### config.mk
export PLATFORM = sky130hd
export DESIGN_NAME = echo_delay_ctrl
export DESIGN_NICKNAME = d
export VERILOG_FILES = /design/src/rtl/echo_ctrl_pkg.sv /design/src/rtl/echo_delay_ctrl.sv
export SDC_FILE = /design/constraint.sdc
export NUM_CORES = 1
export LEC_CHECK = 0
export CORE_AREA = 2 2 64 66
export DETAILED_ROUTE_END_ITERATION = 7
export DIE_AREA = 0 0 66 68
export GPL_TIMING_DRIVEN = 1
export PLACE_DENSITY = 0.87
export SETUP_SLACK_MARGIN = 0.2
export SYNTH_ARGS = -nofsm -noshare
export SYNTH_HDL_FRONTEND = slang
export SYNTH_SLANG_ARGS = --single-unit
### constraint.sdc
create_clock -name sck -period 4 [get_ports sck]
set_input_delay 0.8 -clock sck [delete_from_list [all_inputs] [get_ports sck]]
set_output_delay 0.8 -clock sck [all_outputs]
set_load 0.01 [all_outputs]
### src/rtl/echo_ctrl_pkg.sv
// rtl/echo_ctrl_pkg.sv - shared state encoding and delay clamp helpers for the echo delay-line controller
package echo_ctrl_pkg;

    typedef enum logic [1:0] {
        ST_IDLE  = 2'd0,
        ST_FLUSH = 2'd1,
        ST_PRIME = 2'd2,
        ST_RUN   = 2'd3
    } echo_state_t;

    localparam int unsigned DEFAULT_FIFO_DEPTH = 4096;
    localparam int unsigned DELAY_MIN          = 1;
    localparam int unsigned DELAY_MAX          = DEFAULT_FIFO_DEPTH - 1;

    // A zero delay cannot be primed, and the FIFO must keep one free slot.
    function automatic int unsigned clamp_delay(input int unsigned d, input int unsigned max_d);
        if (d < DELAY_MIN) return DELAY_MIN;
        if (d > max_d)     return max_d;
        return d;
    endfunction

endpackage

### src/rtl/echo_delay_ctrl.sv
// rtl/echo_delay_ctrl.sv - primes the echo FIFO to a programmable delay and holds its occupancy constant
module echo_delay_ctrl
    import echo_ctrl_pkg::*;
#(
    parameter int DELAY_W      = 12,
    parameter int FIFO_DEPTH   = 4096,
    parameter int FLUSH_CYCLES = 4
) (
    input  logic               sck,
    input  logic               rst,
    input  logic               enable,
    input  logic               sample_valid,
    input  logic [DELAY_W-1:0] cfg_delay,
    input  logic               cfg_load,
    input  logic               fifo_full,
    input  logic               fifo_empty,
    output logic               fifo_rst,
    output logic               fifo_wr_en,
    output logic               fifo_rd_en,
    output logic               echo_valid,
    output logic [DELAY_W:0]   level,
    output logic               busy,
    output logic               err
);

    localparam int          CNT_W     = (FLUSH_CYCLES > 1) ? $clog2(FLUSH_CYCLES) : 1;
    localparam int unsigned DELAY_LIM = FIFO_DEPTH - 1;

    echo_state_t        state_q, state_d;
    logic [CNT_W-1:0]   flush_cnt_q, flush_cnt_d;
    logic [DELAY_W:0]   level_q, level_d, level_inc;
    logic [DELAY_W-1:0] delay_q, delay_d;
    logic               err_q, err_d;
    logic               overflow, underflow;

    assign overflow  = (state_q == ST_PRIME) && sample_valid && fifo_full;
    assign underflow = (state_q == ST_RUN)   && sample_valid && fifo_empty;
    assign level_inc = level_q + 1'b1;

    // Enables follow the strobe combinationally so the write lands in the strobe cycle.
    assign fifo_rst   = (state_q == ST_FLUSH);
    assign busy       = (state_q == ST_FLUSH) || (state_q == ST_PRIME);
    assign echo_valid = (state_q == ST_RUN);
    assign fifo_wr_en = sample_valid && (((state_q == ST_PRIME) && !fifo_full) || (state_q == ST_RUN));
    assign fifo_rd_en = sample_valid && (state_q == ST_RUN) && !fifo_empty;
    assign level      = level_q;
    assign err        = err_q;

    always_comb begin
        state_d     = state_q;
        flush_cnt_d = flush_cnt_q;
        level_d     = level_q;
        delay_d     = delay_q;
        err_d       = err_q;

        if (cfg_load) begin
            delay_d = DELAY_W'(clamp_delay(32'(cfg_delay), DELAY_LIM));
            err_d   = 1'b0;
        end

        if (!enable) begin
            state_d = ST_IDLE;
            level_d = '0;
        end else begin
            case (state_q)
                ST_IDLE: begin
                    state_d     = ST_FLUSH;
                    flush_cnt_d = '0;
                    level_d     = '0;
                end
                ST_FLUSH: begin
                    level_d = '0;
                    if (flush_cnt_q == CNT_W'(FLUSH_CYCLES - 1)) begin
                        state_d = ST_PRIME;
                    end else begin
                        flush_cnt_d = flush_cnt_q + 1'b1;
                    end
                end
                ST_PRIME: begin
                    if (cfg_load || overflow) begin
                        state_d     = ST_FLUSH;
                        flush_cnt_d = '0;
                        level_d     = '0;
                        if (!cfg_load) err_d = 1'b1;
                    end else if (sample_valid) begin
                        level_d = level_inc;
                        if (level_inc == {1'b0, delay_q}) state_d = ST_RUN;
                    end
                end
                ST_RUN: begin
                    // Balanced read/write leaves level untouched here.
                    if (cfg_load || underflow) begin
                        state_d     = ST_FLUSH;
                        flush_cnt_d = '0;
                        level_d     = '0;
                        if (!cfg_load) err_d = 1'b1;
                    end
                end
                default: state_d = ST_IDLE;
            endcase
        end
    end

    always_ff @(posedge sck) begin
        if (rst) begin
            state_q     <= ST_IDLE;
            flush_cnt_q <= '0;
            level_q     <= '0;
            delay_q     <= DELAY_W'(DELAY_MIN);
            err_q       <= 1'b0;
        end else begin
            state_q     <= state_d;
            flush_cnt_q <= flush_cnt_d;
            level_q     <= level_d;
            delay_q     <= delay_d;
            err_q       <= err_d;
        end
    end

endmodule

* Word-level counts from Yosys, hierarchy flattened
Cells that the tools add are included.
Operators by class: add/subtract/negate cells 2, magnitude comparators 1, eq/ne operators 11, multiplexer cells 24, bitwise gates (word level) 1, reduce and logical (&&, ||, !) cells 19
Operator list (number):
- 2-to-1 mux 13 bit | 3
- case mux 13 bit (3 select lines) | 1
- 2-to-1 mux 2 bit | 8
- case mux 2 bit (4 select lines) | 2
- adder 13 x 1 -> 13 bit (second input constant) | 1
- == test 13 x 12 -> 1 bit | 1
- less-than comparator 12 x 1 -> 1 bit (second input constant) | 1
- 2-to-1 mux 12 bit | 1
- 2-to-1 mux 1 bit | 8
- AND reduction 4 bit | 2
- logical AND 1 bit | 7
- == test 2 bit (second input constant) | 3
- inequality test 2 x 1 -> 1 bit (second input constant) | 3
- logical OR 1 bit | 4
- OR reduction 2 bit | 2
- inequality test 3 x 1 -> 1 bit (second input constant) | 1
- inequality test 3 x 2 -> 1 bit (second input constant) | 1
- adder 2 x 1 -> 2 bit (second input constant) | 1
- == test 2 x 1 -> 1 bit (second input constant) | 1
- logical NOT 1 bit | 2
- logical NOT 2 bit | 1
- inequality test 2 bit (second input constant) | 1
- case mux 1 bit (2 select lines) | 1
- AND reduction 2 bit | 1
- NOT 1 bit | 1
Word-level totals: bits in registers 30, bits of input ports 19, output and inout bits 19, word-level logic and storage cells 63

* Longest topological paths before layout
Gate-level depths: netlist of the first run.
word-level depth 7, depth in mapped cells 8, gate-level depth less buffers 8

* Least setup slack after synthesis of the first run
No wires, ideal clock.
kind input to register, from input port cfg_load, to register level_q[9] (netlist: level[9]), library setup time 0.070 ns, data arrival time 2.178 ns, required time 3.930 ns, setup slack 1.751 ns, stages 5, buffers on the path 1, cells stage by stage buf_2 -> nand3b_2 -> or2_2 -> or4_1 -> a21oi_1
Between the ends: word-level cells in the longest chain between the ends 3, elaborated cells between the ends (all ways) 7, those cells by class eq/ne (2); mux (2); reduce/logical (3)
Ends and longest elaborated chain:
- from (decl) | RTL line echo_delay_ctrl.sv:14 | input logic cfg_load,
- logical OR 1 bit, on equally long branches | RTL line echo_delay_ctrl.sv:80, echo_delay_ctrl.sv:92
- 2-to-1 mux 13 bit (tied with other cells) | RTL line echo_delay_ctrl.sv:80 | if (cfg_load || overflow) begin
- case mux 13 bit (3 select lines) / AND reduction 2 bit (equally long branches)
- to (signal assigned) | RTL line echo_delay_ctrl.sv:114 | level_q <= level_d;
- to (decl) | RTL line echo_delay_ctrl.sv:31 | logic [DELAY_W:0] level_q, level_d, level_inc;
Several ways; a longest one is shown, not always the timed one. A chain may end at the register's enable or synchronous reset.

* Worst setup path after layout of the first run
from input port sample_valid, to output port fifo_rd_en
Between the ends: word-level cells in the longest chain between the ends 2
Ends and longest elaborated chain:
- from (decl) | RTL line echo_delay_ctrl.sv:12 | input logic sample_valid,
- logical AND 1 bit (2 in a row) | RTL line echo_delay_ctrl.sv:45 | assign fifo_rd_en = sample_valid && (state_q == ST_RUN) && !fifo_empty;
- to (decl) | RTL line echo_delay_ctrl.sv:19 | output logic fifo_rd_en,
No other way between the ends.

==> reports/qor.yml, run 1 <==
multi_input_area_sq_um: 1200
grt_pass1_wl_mm: 7.91
post-route-period-util_pct: 71.6
ys_ff_latch: 30
postCtsResizedCells: 0
coreArea_sq_um: 3860
synth_area_leader_cell: "dfxtp_1"
synth_area_sq_um: 1920
ioPinCount: 38
setup_tns_ns: 0
power.switching_w: 0.000164
die_h_microns: 68
r2r_end: "state_q[0]"
place_hpwl_mm: 3.45
power_density_nw_per_um2: 276
initial_core_util_pct: 49.8
power_frac_clock_pct: 39.4
p_int_w: 0.000489
slew_headroom_pct: 59.9
worst_hold_startpoint: "flush_cnt_q[0]"
die_w_microns: 66
maxCapViolations: 0
drive_gt1_share_pct: 8.61
crit_path_end_kind: "output pin"
wirelength_mm: 4.75
p_sw_share_pct: 25.1
overflow: 0
cts_root_buf: "clkbuf_8"
nNetsFinal: 291
final_util_pct: 61.3
maxSlewViolCount: 0
grt_use_total_pct: 23.3
synth_top_area_share_pct: 31.3
period_needed_ns: 2.86
holdBufCountCts: 0
rows: 23
cts.clk_slew.worst_paths_ns: 0.07
start_kind: "primary input"
dpl_cell_area_sq_um: 2270
synth_area_leaders: "dfxtp_1 (31%), nor2_1 (6.8%), mux2i_1 (5.7%), a21oi_1 (4.9%), ha_1 (3.9%)"
grt_max_degree: 19
min_to: "flush_cnt_q[0]"
pwr-share-comb_pct: 12.2
synth_cells: 233
die_area_sq_um: 4490
syn-num-nets: 258
path_class: "in -> out"
synth_cell_types: 58
use_met2_pct: 38.1
antenna_found_initial: 0
io_buffers: 37
tightest_slew_ns: 0.601
htreeDepth: 2
clock_path_buffers: 2
hold_viol_final: 0
rrSetupSlack_ns: 1.41
viasPerCell: 5.88
globalRouteMet1Util_pct: 28.7
antenna_left: 0
p_total_w: 0.000653
reg2regPathDepth: 7
synthTopCellsByCount: "nor2_1 (35), dfxtp_1 (30), a21oi_1 (19), o21ai_0 (13), mux2i_1 (11)"
route.detailed.drc: 0
cts_buffers: 5
power_frac_seq_pct: 48.4
arrival_ns: 2.06
worstPathRequired_ns: 3.20
ys_warn_count: 0
regArea_sq_um: 601
critPathMaxFanout: 6
fin_skew_ns: 0.00976
holdPathStages: 2
cts_tree: "yes"
p_leak_nw: 0.900
setup_viol: 0
clk_latency_ns: 0.29
routedWlPerCell_microns: 15.0
run_status: "complete, no violations"
max_freq_mhz: 349
place_congestion: 0.883
grtUsageMet3_pct: 4.77
via_count: 1864
fillerInstances: 331
peakVddDrop_mv: 0.184
ys_async_sr_fraction_pct: 0
grt_pass1_vias: 1749
synthMostInstantiatedCell: "nor2_1"
busiest_layer: "met2"
drtIter0Drc: 157
whs_ns: 0.473
ys.flop_type: "dfxtp_1"
cts_setup_buffers: 0
first_pass_iters: 5
n_antenna_cell: 0
min_path_type: "reg -> reg"
cts.sinks: 30
ys_seq_area_share_pct: 31.3
synth-edff-count: 0
rsz0062_at_grt: "no"
rr_startpoint: "level[0]"
design_area_sq_um: 2360
syn_area_per_cell_sq_um: 8.25
layout-area-overhead-vs-synth_pct: 23.0
registers in the layout, summed over array words and instances (netlist names):
register	count
level	13
delay_q	12
err	1
state_q	2
flush_cnt_q	2
routing by layer:
| metal | wire (microns) | part of all wire [%] |
|---|---|---|
| met1 | 2030 | 43 |
| met2 | 2170 | 46 |
| met5 | 0 | 0 |
| met4 | 167 | 3.5 |
| met3 | 383 | 8.1 |
cells by family (layout without fill, tap and decap cells):
family,Yosys count,count (layout),synth area share [%]
buf+inv,20,54,6.38
flops,30,30,31.3
xor+xnor,13,13,5.92
mux,11,11,5.73
simple gates,98,98,28.2
compound gates,55,55,18.6
fa+ha+maj,6,6,3.91
worst max-delay path by stage:
stage | from | to | slack (ns) | depth (start not counted)
floorplan | cfg_load | level[9] | 1.75 | 5
global placement | cfg_load | level[9] | 1.05 | 6
detailed placement | cfg_load | level[9] | 0.97 | 6
CTS | sample_valid | fifo_rd_en | 1.13 | 3
global route | sample_valid | fifo_rd_en | 1.06 | 3
finish | sample_valid | fifo_rd_en | 1.14 | 3
layout by cell type, fill, tap and decap left out, types with 3 or more instances in the layout:
| cell | count |
|---|---|
| a211oi_1 | 3 |
| a21oi_1 | 19 |
| a31oi_1 | 3 |
| and3_1 | 3 |
| clkbuf_8 | 6 |
| clkdlybuf4s50_1 | 37 |
| dfxtp_1 | 30 |
| ha_1 | 6 |
| inv_1 | 7 |
| mux2i_1 | 11 |
| nand2_1 | 8 |
| nand3b_1 | 4 |
| nand4_1 | 5 |
| nor2_1 | 35 |
| nor2b_1 | 3 |
| nor3_1 | 6 |
| o21ai_0 | 13 |
| or2_2 | 3 |
| or3_1 | 9 |
| xnor2_1 | 6 |
| xor2_1 | 7 |
power by group through the flow:
stage / Combinational, W / Clock [W] / Sequential, W
final: 0.0000797 / 0.000257 / 0.000316
after global routing: 0.0000873 / 0.000269 / 0.000317
after CTS: 0.0000795 / 0.000257 / 0.000316
after detailed placement: 0.0000787 / 0 / 0.000322
after global placement: 0.0000771 / 0 / 0.000322
after floorplan: 0.0000475 / 0 / 0.000319
area by class of cell:
class                           count  area share (%)
Tap cell                           50            2.65
Clock buffer                        7            3.65
Timing Repair Buffer               39            16.3
Inverter                            7            1.11
Multi-Input combinational cell    183            50.7
Sequential cell                    30            25.4
Clock inverter                      1           0.212
critical path, cell delays in order:
cell and delay (ns):
clkdlybuf4s50_1 0.56, and3b_1 0.18, clkdlybuf4s50_1 0.52
metrics by stage:
stage                     cells  setup WS (ns)
after floorplan             233           1.75
after global placement      309           1.05
after detailed placement    309          0.966
after CTS                   317           1.13
after global routing        317           1.06
final                       317           1.14
(Power assumes the default switching activity.)
==> run 2, diff against run 1 <==
Clock period 4 ns to 2.9 ns, I/O delays scaled along.
==> reports/qor.yml, run 2 (synthesized netlist as in run 1, its figures left out) <==
path_class: "in -> out"
cts.sinks: 30
slew_headroom_pct: 65.4
die_h_microns: 68
clk_latency_ns: 0.29
grt_pass1_vias: 1690
multi_input_area_sq_um: 1200
worstPathRequired_ns: 2.32
initial_core_util_pct: 49.8
setup_viol: 0
dpl_cell_area_sq_um: 2300
cts_buffers: 5
place_hpwl_mm: 3.40
p_leak_nw: 0.908
die_area_sq_um: 4490
cts_tree: "yes"
ioPinCount: 38
route.detailed.drc: 0
rows: 23
holdBufCountCts: 0
grt_max_degree: 17
n_antenna_cell: 0
first_pass_iters: 4
cts_root_buf: "clkbuf_8"
max_freq_mhz: 410
rsz0062_at_grt: "no"
place_congestion: 0.983
met3_wirelength_microns: 204
routedWlPerCell_microns: 14.3
via_count: 1834
power.switching_w: 0.000213
io_buffers: 37
holdPathStages: 2
maxSlewViolCount: 0
grt_use_total_pct: 22.2
final_common_cell: "clkdlybuf4s50_1"
worst_hold_startpoint: "flush_cnt_q[0]"
setup_tns_ns: 0
fin_skew_ns: 0.00393
nNetsFinal: 294
viasPerCell: 5.77
overflow: 0
reg2regPathDepth: 7
hold_viol_final: 0
wl_met1_mm: 2.00
regArea_sq_um: 601
design_area_sq_um: 2380
power_density_nw_per_um2: 370
peakVddDrop_mv: 0.250
largest_reg_flops: 13
antenna_found_initial: 0
wirelength_mm: 4.55
routed-wl-met2_mm: 2.24
r2r_end: "state_q[1]"
rrSetupSlack_ns: 0.48
top_layer: "met4"
start_kind: "primary input"
post-route-period-util_pct: 84.1
critPathMaxFanout: 6
maxCapViolations: 0
layout-area-overhead-vs-synth_pct: 23.8
min_to: "flush_cnt_q[0]"
crit_path_end_kind: "output pin"
power_frac_seq_pct: 49.5
min_path_type: "reg -> reg"
rr_startpoint: "level[0]"
postCtsResizedCells: 0
drive_gt1_share_pct: 9.33
htreeDepth: 2
grt_pass1_wl_mm: 7.66
arrival_ns: 1.86
pwr-share-comb_pct: 12.8
run_status: "complete, no violations"
place_ws_ns: 0.391
p_sw_share_pct: 24.2
coreArea_sq_um: 3860
layout_common_cells: "clkdlybuf4s50_1 (37), nor2_1 (35), dfxtp_1 (30), a21oi_1 (19), o21ai_0 (13)"
power_frac_clock_pct: 37.8
cts.clk_slew.worst_paths_ns: 0.06
die_w_microns: 66
fillerInstances: 352
p_int_w: 0.000668
period_needed_ns: 2.44
setup_ws_ns: 0.462
clock_path_buffers: 2
cts_setup_buffers: 0
antenna_left: 0
drtIter0Drc: 61
tightest_slew_ns: 0.515
-- run 2: worst max-delay path, stage by stage --
cell and delay (ns):
clkdlybuf4s50_1 0.55, and3b_1 0.19, clkdlybuf4s50_1 0.53
-- run 2: cell type report --
type | count | share of cell area [%]
multi-input combinational | 183 | 50.4
sequential | 30 | 25.2
timing repair buffer | 42 | 17.1
clock buffer | 6 | 3.47
tap | 50 | 2.63
inverter | 7 | 1.10
-- run 2: how the worst max path moves through the flow --
| stage | startpoint | endpoint | cells past startpoint |
|---|---|---|---|
| final | sample_valid | fifo_rd_en | 3 |
| after CTS | sample_valid | fifo_rd_en | 3 |
| after floorplan | level[0] | state_q[0] | 8 |
| after global placement | sample_valid | level[9] | 6 |
| after detailed placement | sample_valid | level[9] | 6 |
| after global routing | level[0] | state_q[1] | 7 |
-- run 2: per-layer routing --
metal / vias up / GRT usage [%]
met2: 62 / 38.9
met3: 10 / 5.26
met4: 0 / 8.42
met5: - / 0
met1: 855 / 26.5
li1: 907 / -
-- run 2: power groups by stage --
stage                     Clock (W)  Sequential (W)  Combinational [W]
after floorplan                   0        0.000440          0.0000655
after global placement            0        0.000444           0.000108
after detailed placement          0        0.000445           0.000111
after CTS                  0.000338        0.000436           0.000112
after global routing       0.000355        0.000437           0.000122
final                      0.000332        0.000436           0.000112
-- run 2: stage by stage --
| stage | cells | util (%) | hold slack (ns) | total power, W |
|---|---|---|---|---|
| floorplan | 233 | - | 0.443 | 0.000506 |
| global placement | 312 | 59.5 | 0.461 | 0.000552 |
| detailed placement | 312 | 59.5 | 0.479 | 0.000556 |
| CTS | 318 | 61.7 | 0.488 | 0.000886 |
| global route | 318 | 61.7 | 0.508 | 0.000914 |
| finish | 318 | 61.7 | 0.484 | 0.000880 |
